--- config.mk ---
export PLATFORM = sky130hd
export DESIGN_NAME = dcache_fill_ctrl
export DESIGN_NICKNAME = d
export VERILOG_FILES = /design/src/rtl/dcache_pkg.sv /design/src/rtl/dcache_tag_array.sv /design/src/rtl/dcache_fill_ctrl.sv
export SDC_FILE = /design/constraint.sdc
export NUM_CORES = 1
export LEC_CHECK = 0
export CORE_AREA = 8 8 311 433
export DETAILED_ROUTE_END_ITERATION = 7
export DIE_AREA = 0 0 319 441
export GPL_ROUTABILITY_DRIVEN = 0
export PLACE_DENSITY = 0.66
export SYNTH_ARGS = -nofsm -noshare
export SYNTH_HDL_FRONTEND = slang
export SYNTH_SLANG_ARGS = --single-unit
--- constraint.sdc ---
create_clock -name clk -period 6.9 [get_ports clk]
set_clock_uncertainty 0.15 [all_clocks]
set_input_delay 1.38 -clock clk [delete_from_list [all_inputs] [get_ports clk]]
set_output_delay 1.38 -clock clk [all_outputs]
set_load 0.005 [all_outputs]
--- src/rtl/dcache_pkg.sv ---
// Shared geometry and FSM state type for the data-cache fill controller.
package dcache_pkg;

  localparam int unsigned INDEX_W        = 6;
  localparam int unsigned OFFSET_W       = 6;
  localparam int unsigned LINES          = 64;
  localparam int unsigned BEATS          = 8;
  localparam int unsigned BYTES_PER_BEAT = 8;
  localparam int unsigned TAG_LSB        = 12;

  typedef enum logic [2:0] {
    IDLE,
    LOOKUP,
    MREQ,
    FILL,
    REREAD
  } state_e;

endpackage

--- src/rtl/dcache_tag_array.sv ---
// Tag/valid store: 64 entries, one shared index for read, invalidate and fill,
// combinational read and a single-cycle clear of every valid bit.
module dcache_tag_array
  import dcache_pkg::*;
#(
  parameter int unsigned TAG_W = 20
) (
  input  logic               clk,
  input  logic               rst_n,
  input  logic               i_clr_all,
  input  logic               i_inv,
  input  logic               i_wr,
  input  logic [INDEX_W-1:0] i_index,
  input  logic [TAG_W-1:0]   i_wr_tag,
  output logic               o_rd_valid,
  output logic [TAG_W-1:0]   o_rd_tag
);

  logic [LINES-1:0] r_valid;
  logic [TAG_W-1:0] r_tag [LINES];

  always_ff @(posedge clk or negedge rst_n) begin
    if (!rst_n) begin
      r_valid <= '0;
    end else if (i_clr_all) begin
      r_valid <= '0;
    end else if (i_inv) begin
      r_valid[i_index] <= 1'b0;
    end else if (i_wr) begin
      r_valid[i_index] <= 1'b1;
    end
  end

  // Tags need no reset: an entry is only trusted once its valid bit is set.
  always_ff @(posedge clk) begin
    if (i_wr) begin
      r_tag[i_index] <= i_wr_tag;
    end
  end

  assign o_rd_valid = r_valid[i_index];
  assign o_rd_tag   = r_tag[i_index];

endmodule

--- src/rtl/dcache_fill_ctrl.sv ---
// Read-only data-cache controller: tag lookup, line fill one byte per cycle into the data RAM.
// Optional hit/miss counters are enabled with DCACHE_STATS_EN.
module dcache_fill_ctrl
  import dcache_pkg::*;
#(
  parameter int unsigned ADDR_W = 32
) (
  input  logic              clk,
  input  logic              rst_n,
  input  logic              req_valid,
  output logic              req_ready,
  input  logic [ADDR_W-1:0] req_addr,
  output logic              resp_valid,
  input  logic              resp_ready,
  output logic [63:0]       resp_data,
  input  logic              flush,
  output logic              mem_req_valid,
  input  logic              mem_req_ready,
  output logic [ADDR_W-1:0] mem_req_addr,
  input  logic              mem_rvalid,
  output logic              mem_rready,
  input  logic [63:0]       mem_rdata,
  output logic              cram_wen,
  output logic [5:0]        cram_index,
  output logic [5:0]        cram_offset,
  output logic [7:0]        cram_wdata,
  input  logic [63:0]       cram_rdata
`ifdef DCACHE_STATS_EN
  ,
  output logic [31:0]       hit_cnt,
  output logic [31:0]       miss_cnt
`endif
);

  localparam int unsigned TAG_W = ADDR_W - TAG_LSB;

  state_e            r_state, w_state_d;
  logic [ADDR_W-1:0] r_addr;
  logic [2:0]        r_beat, r_byte;
  logic [63:0]       r_buf;
  logic              r_buf_full;

  logic              w_valid, w_hit, w_clr_all, w_inv, w_tag_wr;
  logic [TAG_W-1:0]  w_tag;
  logic              w_unused_addr;

  assign w_unused_addr = ^{req_addr[2:0], r_addr[2:0]};

  dcache_tag_array #(
    .TAG_W (TAG_W)
  ) u_tag_array (
    .clk        (clk),
    .rst_n      (rst_n),
    .i_clr_all  (w_clr_all),
    .i_inv      (w_inv),
    .i_wr       (w_tag_wr),
    .i_index    (r_addr[11:6]),
    .i_wr_tag   (r_addr[ADDR_W-1:TAG_LSB]),
    .o_rd_valid (w_valid),
    .o_rd_tag   (w_tag)
  );

  assign w_hit        = w_valid && (w_tag == r_addr[ADDR_W-1:TAG_LSB]);
  assign resp_data    = cram_rdata;
  assign mem_req_addr = {r_addr[ADDR_W-1:6], 6'b000000};

  always_comb begin
    w_state_d     = r_state;
    req_ready     = 1'b0;
    resp_valid    = 1'b0;
    mem_req_valid = 1'b0;
    mem_rready    = 1'b0;
    cram_wen      = 1'b0;
    cram_index    = r_addr[11:6];
    cram_offset   = {r_addr[5:3], 3'b000};
    cram_wdata    = 8'h00;
    w_clr_all     = 1'b0;
    w_inv         = 1'b0;
    w_tag_wr      = 1'b0;
    unique case (r_state)
      IDLE: begin
        cram_index  = req_addr[11:6];
        cram_offset = {req_addr[5:3], 3'b000};
        if (flush) begin
          w_clr_all = 1'b1;
        end else begin
          req_ready = 1'b1;
          if (req_valid) w_state_d = LOOKUP;
        end
      end
      LOOKUP: begin
        if (w_hit) begin
          resp_valid = 1'b1;
          if (resp_ready) w_state_d = IDLE;
        end else begin
          w_inv     = 1'b1;
          w_state_d = MREQ;
        end
      end
      MREQ: begin
        mem_req_valid = 1'b1;
        if (mem_req_ready) w_state_d = FILL;
      end
      FILL: begin
        mem_rready = !r_buf_full;
        if (r_buf_full) begin
          cram_wen    = 1'b1;
          cram_offset = {r_beat, r_byte};
          cram_wdata  = r_buf[{r_byte, 3'b000} +: 8];
          if (r_beat == 3'(BEATS - 1) && r_byte == 3'(BYTES_PER_BEAT - 1)) begin
            w_tag_wr  = 1'b1;
            w_state_d = REREAD;
          end
        end
      end
      REREAD: w_state_d = LOOKUP;
      default: w_state_d = IDLE;
    endcase
  end

  always_ff @(posedge clk or negedge rst_n) begin
    if (!rst_n) begin
      r_state    <= IDLE;
      r_addr     <= '0;
      r_beat     <= 3'd0;
      r_byte     <= 3'd0;
      r_buf      <= 64'd0;
      r_buf_full <= 1'b0;
    end else begin
      r_state <= w_state_d;
      if (r_state == IDLE && !flush && req_valid) begin
        r_addr <= {req_addr[ADDR_W-1:3], 3'b000};
      end
      if (r_state == MREQ) begin
        r_beat     <= 3'd0;
        r_byte     <= 3'd0;
        r_buf_full <= 1'b0;
      end else if (r_state == FILL) begin
        if (!r_buf_full) begin
          if (mem_rvalid) begin
            r_buf      <= mem_rdata;
            r_buf_full <= 1'b1;
          end
        end else begin
          r_byte <= r_byte + 3'd1;
          // Last byte of the beat drains the buffer so the next beat can be accepted.
          if (r_byte == 3'(BYTES_PER_BEAT - 1)) begin
            r_beat     <= r_beat + 3'd1;
            r_buf_full <= 1'b0;
          end
        end
      end
    end
  end

`ifdef DCACHE_STATS_EN
  logic        r_refill;
  logic [31:0] r_hit_cnt, r_miss_cnt;

  // r_refill marks the LOOKUP that follows a fill so its hit is not counted.
  always_ff @(posedge clk or negedge rst_n) begin
    if (!rst_n) begin
      r_refill   <= 1'b0;
      r_hit_cnt  <= 32'd0;
      r_miss_cnt <= 32'd0;
    end else begin
      if (r_state == REREAD) r_refill <= 1'b1;
      else if (r_state == IDLE) r_refill <= 1'b0;
      if (r_state == LOOKUP && w_hit && resp_ready && !r_refill &&
          r_hit_cnt != 32'hFFFF_FFFF) begin
        r_hit_cnt <= r_hit_cnt + 32'd1;
      end
      if (r_state == LOOKUP && !w_hit && r_miss_cnt != 32'hFFFF_FFFF) begin
        r_miss_cnt <= r_miss_cnt + 32'd1;
      end
    end
  end

  assign hit_cnt  = r_hit_cnt;
  assign miss_cnt = r_miss_cnt;
`endif

endmodule

==> qor.csv <==
metric,value,unit
via count of the first global-routing pass,33895,
Synth Area per Inst,17.8,um^2
top post-synthesis cells by area,"edfxtp_1 66%, dfrtp_1 7.2%, mux4_2 6.6%",
PnR Total Power,30.1,mW
all-layer global routing usage,26.6,%
CTS Sinks,1447,
"CTS clk-pin slew, worst paths",70,ps
outcome,finished with violations,
critical-path cell list,"buf_4, buf_4, buf_4, nand4bb_1, o22ai_1, a211oi_1, a22oi_1, or3_1, nand2_1, nand3_1, a2111oi_2, buf_4, clkdlybuf4s50_1",
final worst path period share,101,%
Worst-Margin Slew,1250,ps
CP Max Fanout,9,
Crit-path slowest cell,a211oi_1,
CTS tree,yes,
Synth top area share,65.9,%
Clock Latency Late Sink,790,ps
Worst EP required,5370,ps
core area,128000,um^2
leakage,22.6,nW
layout cells sized above 1,25.2,%
"Data arrival, critical path",5470,ps
"most common cell after layout, fill and taps aside",edfxtp_1,
Yosys warnings,0,
antenna violations before repair,7,
Power Density,446,nW/um^2
Boundary Pins,288,
row cnt,156,
setup TNS,-97.7,ps
Rel. slew slack,16.4,%
CTS Hold Buffers Added,0,
Post-synth EDFFs,1280,
final setup margin,-97.7,ps
Startpoint Class,flip-flop,
multi-input logic area,14300,um^2
Hold WC Path Type,flip-flop to flip-flop,
Area Overhead vs Synth,15.4,%
CP endpoint kind,output port,
"setup slack, reg-to-reg",1750,ps
P_int,19.2,mW
distinct cell type count of the synthesized netlist,83,
final setup vio count,1,
via count,34474,
peak supply drop,0.286,mV
Clock Tree Buf Depth,3,
Synth Register Bits,1447,
Peak Freq,143,MHz
Die Area,141000,um^2
cts bufs inserted,135,
Max-cap violations,0,
Wirelength per Cell,36.0,um
WL final,191000,um
register area,42700,um^2
DRC viols,0,
pre-CTS WS,384,ps
Gate Count Post-Synth,3281,
sw frac,36.3,%
die width,319,um
Root Driver,clkbuf_16,
global-route wire length before repair,264000,um
cell accounting for the most synthesized area,edfxtp_1,
I/O Buffers,150,
violations in the final reports,negative setup slack,
CP max stage delay,730,ps
Die Ht,441,um
DRT iter0 DRCs,5334,
Vias/cell,6.49,
cell area after synthesis,58400,um^2
Util after Layout,52.4,%
total gr overflow,0,
Setup Crit Path Kind,flip-flop to output port,
most frequent CP cell,buf_4,
fill count,10193,
Flop pwr share,38.2,%
largest net degree at the start of global routing,86,
top_reg_cell synth,edfxtp_1,
sequential area share after synthesis,73.0,%
Max Slew Vio Count,0,
Clock Power Share,25.5,%
final net count,3706,
DR pass1 iterations,8,
switching pwr,10.9,mW
Final Hold Violating Endpoints,0,
Final min period,7000,ps
post-DP HPWL,121000,um
Initial Util,45.4,%
Final ANT Viol Nets,0,
"commonest non-fill, non-tap cells in the layout","1280 x edfxtp_1, 245 x mux2i_1, 240 x buf_4, 172 x mux4_2, 149 x clkdlybuf4s50_1",
combinational fraction of design power,36.3,%
Max H-tree Level,4,
Post-synth ARST share,11.5,%
-- worst paths after layout --
kind	from	to	cells after the start
setup / recovery	r_addr[6]	resp_valid	13
hold / removal	r_buf[43]	r_buf[43]	1
setup reg to reg	r_addr[6]	r_state[1]	13
hold reg to reg	r_buf[43]	r_buf[43]	1
max in group asynchronous	rst_n	r_addr[18]	2
min in group asynchronous	rst_n	r_addr[27]	1
-- registers in the layout (all words and copies together) (netlist names) --
name                 cells
r_byte                   3
r_buf_full               1
r_addr                  29
r_state                  3
r_beat                   3
u_tag_array.r_valid     64
u_tag_array.r_tag     1280
r_buf                   64
-- metal layers --
metal  vias to the layer above  global-route usage (%)  part of all wire [%]
met5                         -                  0.0694                     0
met4                         0                    19.0                   9.0
met3                       668                    6.88                    11
met2                      2445                    42.5                    46
met1                     17657                    31.5                    34
li1                      13704                       -                     -
-- synth_stat cells, types with 63 or more instances --
| cell type | n |
|---|---|
| edfxtp_1 | 1280 |
| mux2i_1 | 247 |
| mux4_2 | 172 |
| dfrtp_1 | 167 |
| mux2_2 | 139 |
| buf_4 | 120 |
| o21ai_0 | 120 |
| nor2_1 | 116 |
| o22ai_1 | 100 |
| nand2_1 | 90 |
| clkbuf_1 | 88 |
| a31oi_1 | 74 |
| buf_2 | 63 |
-- layout make-up --
| type | count | area share, % |
|---|---|---|
| clock buffers | 169 | 5.45 |
| flip-flops and latches | 1447 | 63.3 |
| multi-input cells | 1527 | 21.2 |
| diodes | 4 | 0.0149 |
| repair buffers | 416 | 5.67 |
| clock inverters | 78 | 1.22 |
| well taps | 1659 | 3.08 |
| inverters | 8 | 0.0483 |
-- cell families after synthesis --
logic type               share of synthesized area (%)
AO/OA/AOI/OAI                                     6.67
XOR/XNOR                                         0.180
adder cells (fa/ha/maj)                         0.0858
buffers and inverters                             3.22
flip-flops                                        73.0
multiplexers                                      13.6
other                                          0.00642
AND/OR/NAND/NOR                                   3.26
-- metrics by stage --
step / cell area, um^2 / instances / hold WS (ps)
2_1_floorplan: 58400 / 3286 / 324
3_3_place_gp: 62400 / 5033 / 332
3_5_place_dp: 62400 / 5033 / 341
4_1_cts: 67100 / 5294 / 356
5_1_grt: 67400 / 5307 / 368
6_report: 67400 / 5308 / 351
-- power by group through the flow --
stage / logic (mW) / clock network, mW / registers (mW)
after floorplan: 5.28 / 0 / 11.9
after global placement: 10.1 / 0 / 11.8
after detailed placement: 10.2 / 0 / 11.8
after CTS: 10.5 / 7.70 / 11.5
after global routing: 11.1 / 8.02 / 11.5
final: 10.9 / 7.66 / 11.5
-- critical path: cells and delay by family, from the launching register on --
kind / cells / cell delay [ps]
AOI/OAI and AO/OA: 4 / 1740
buffers and inverters: 5 / 1330
and+or+nand+nor: 4 / 1110
DFF: 1 / 480
-- repair_timing --
action	in CTS	in global routing
setup endpoints to repair	1	1
setup buffers	14	10
gates resized for setup	17	26
pin swaps	1	5
Note: power is estimated with default switching activity, not from simulation.
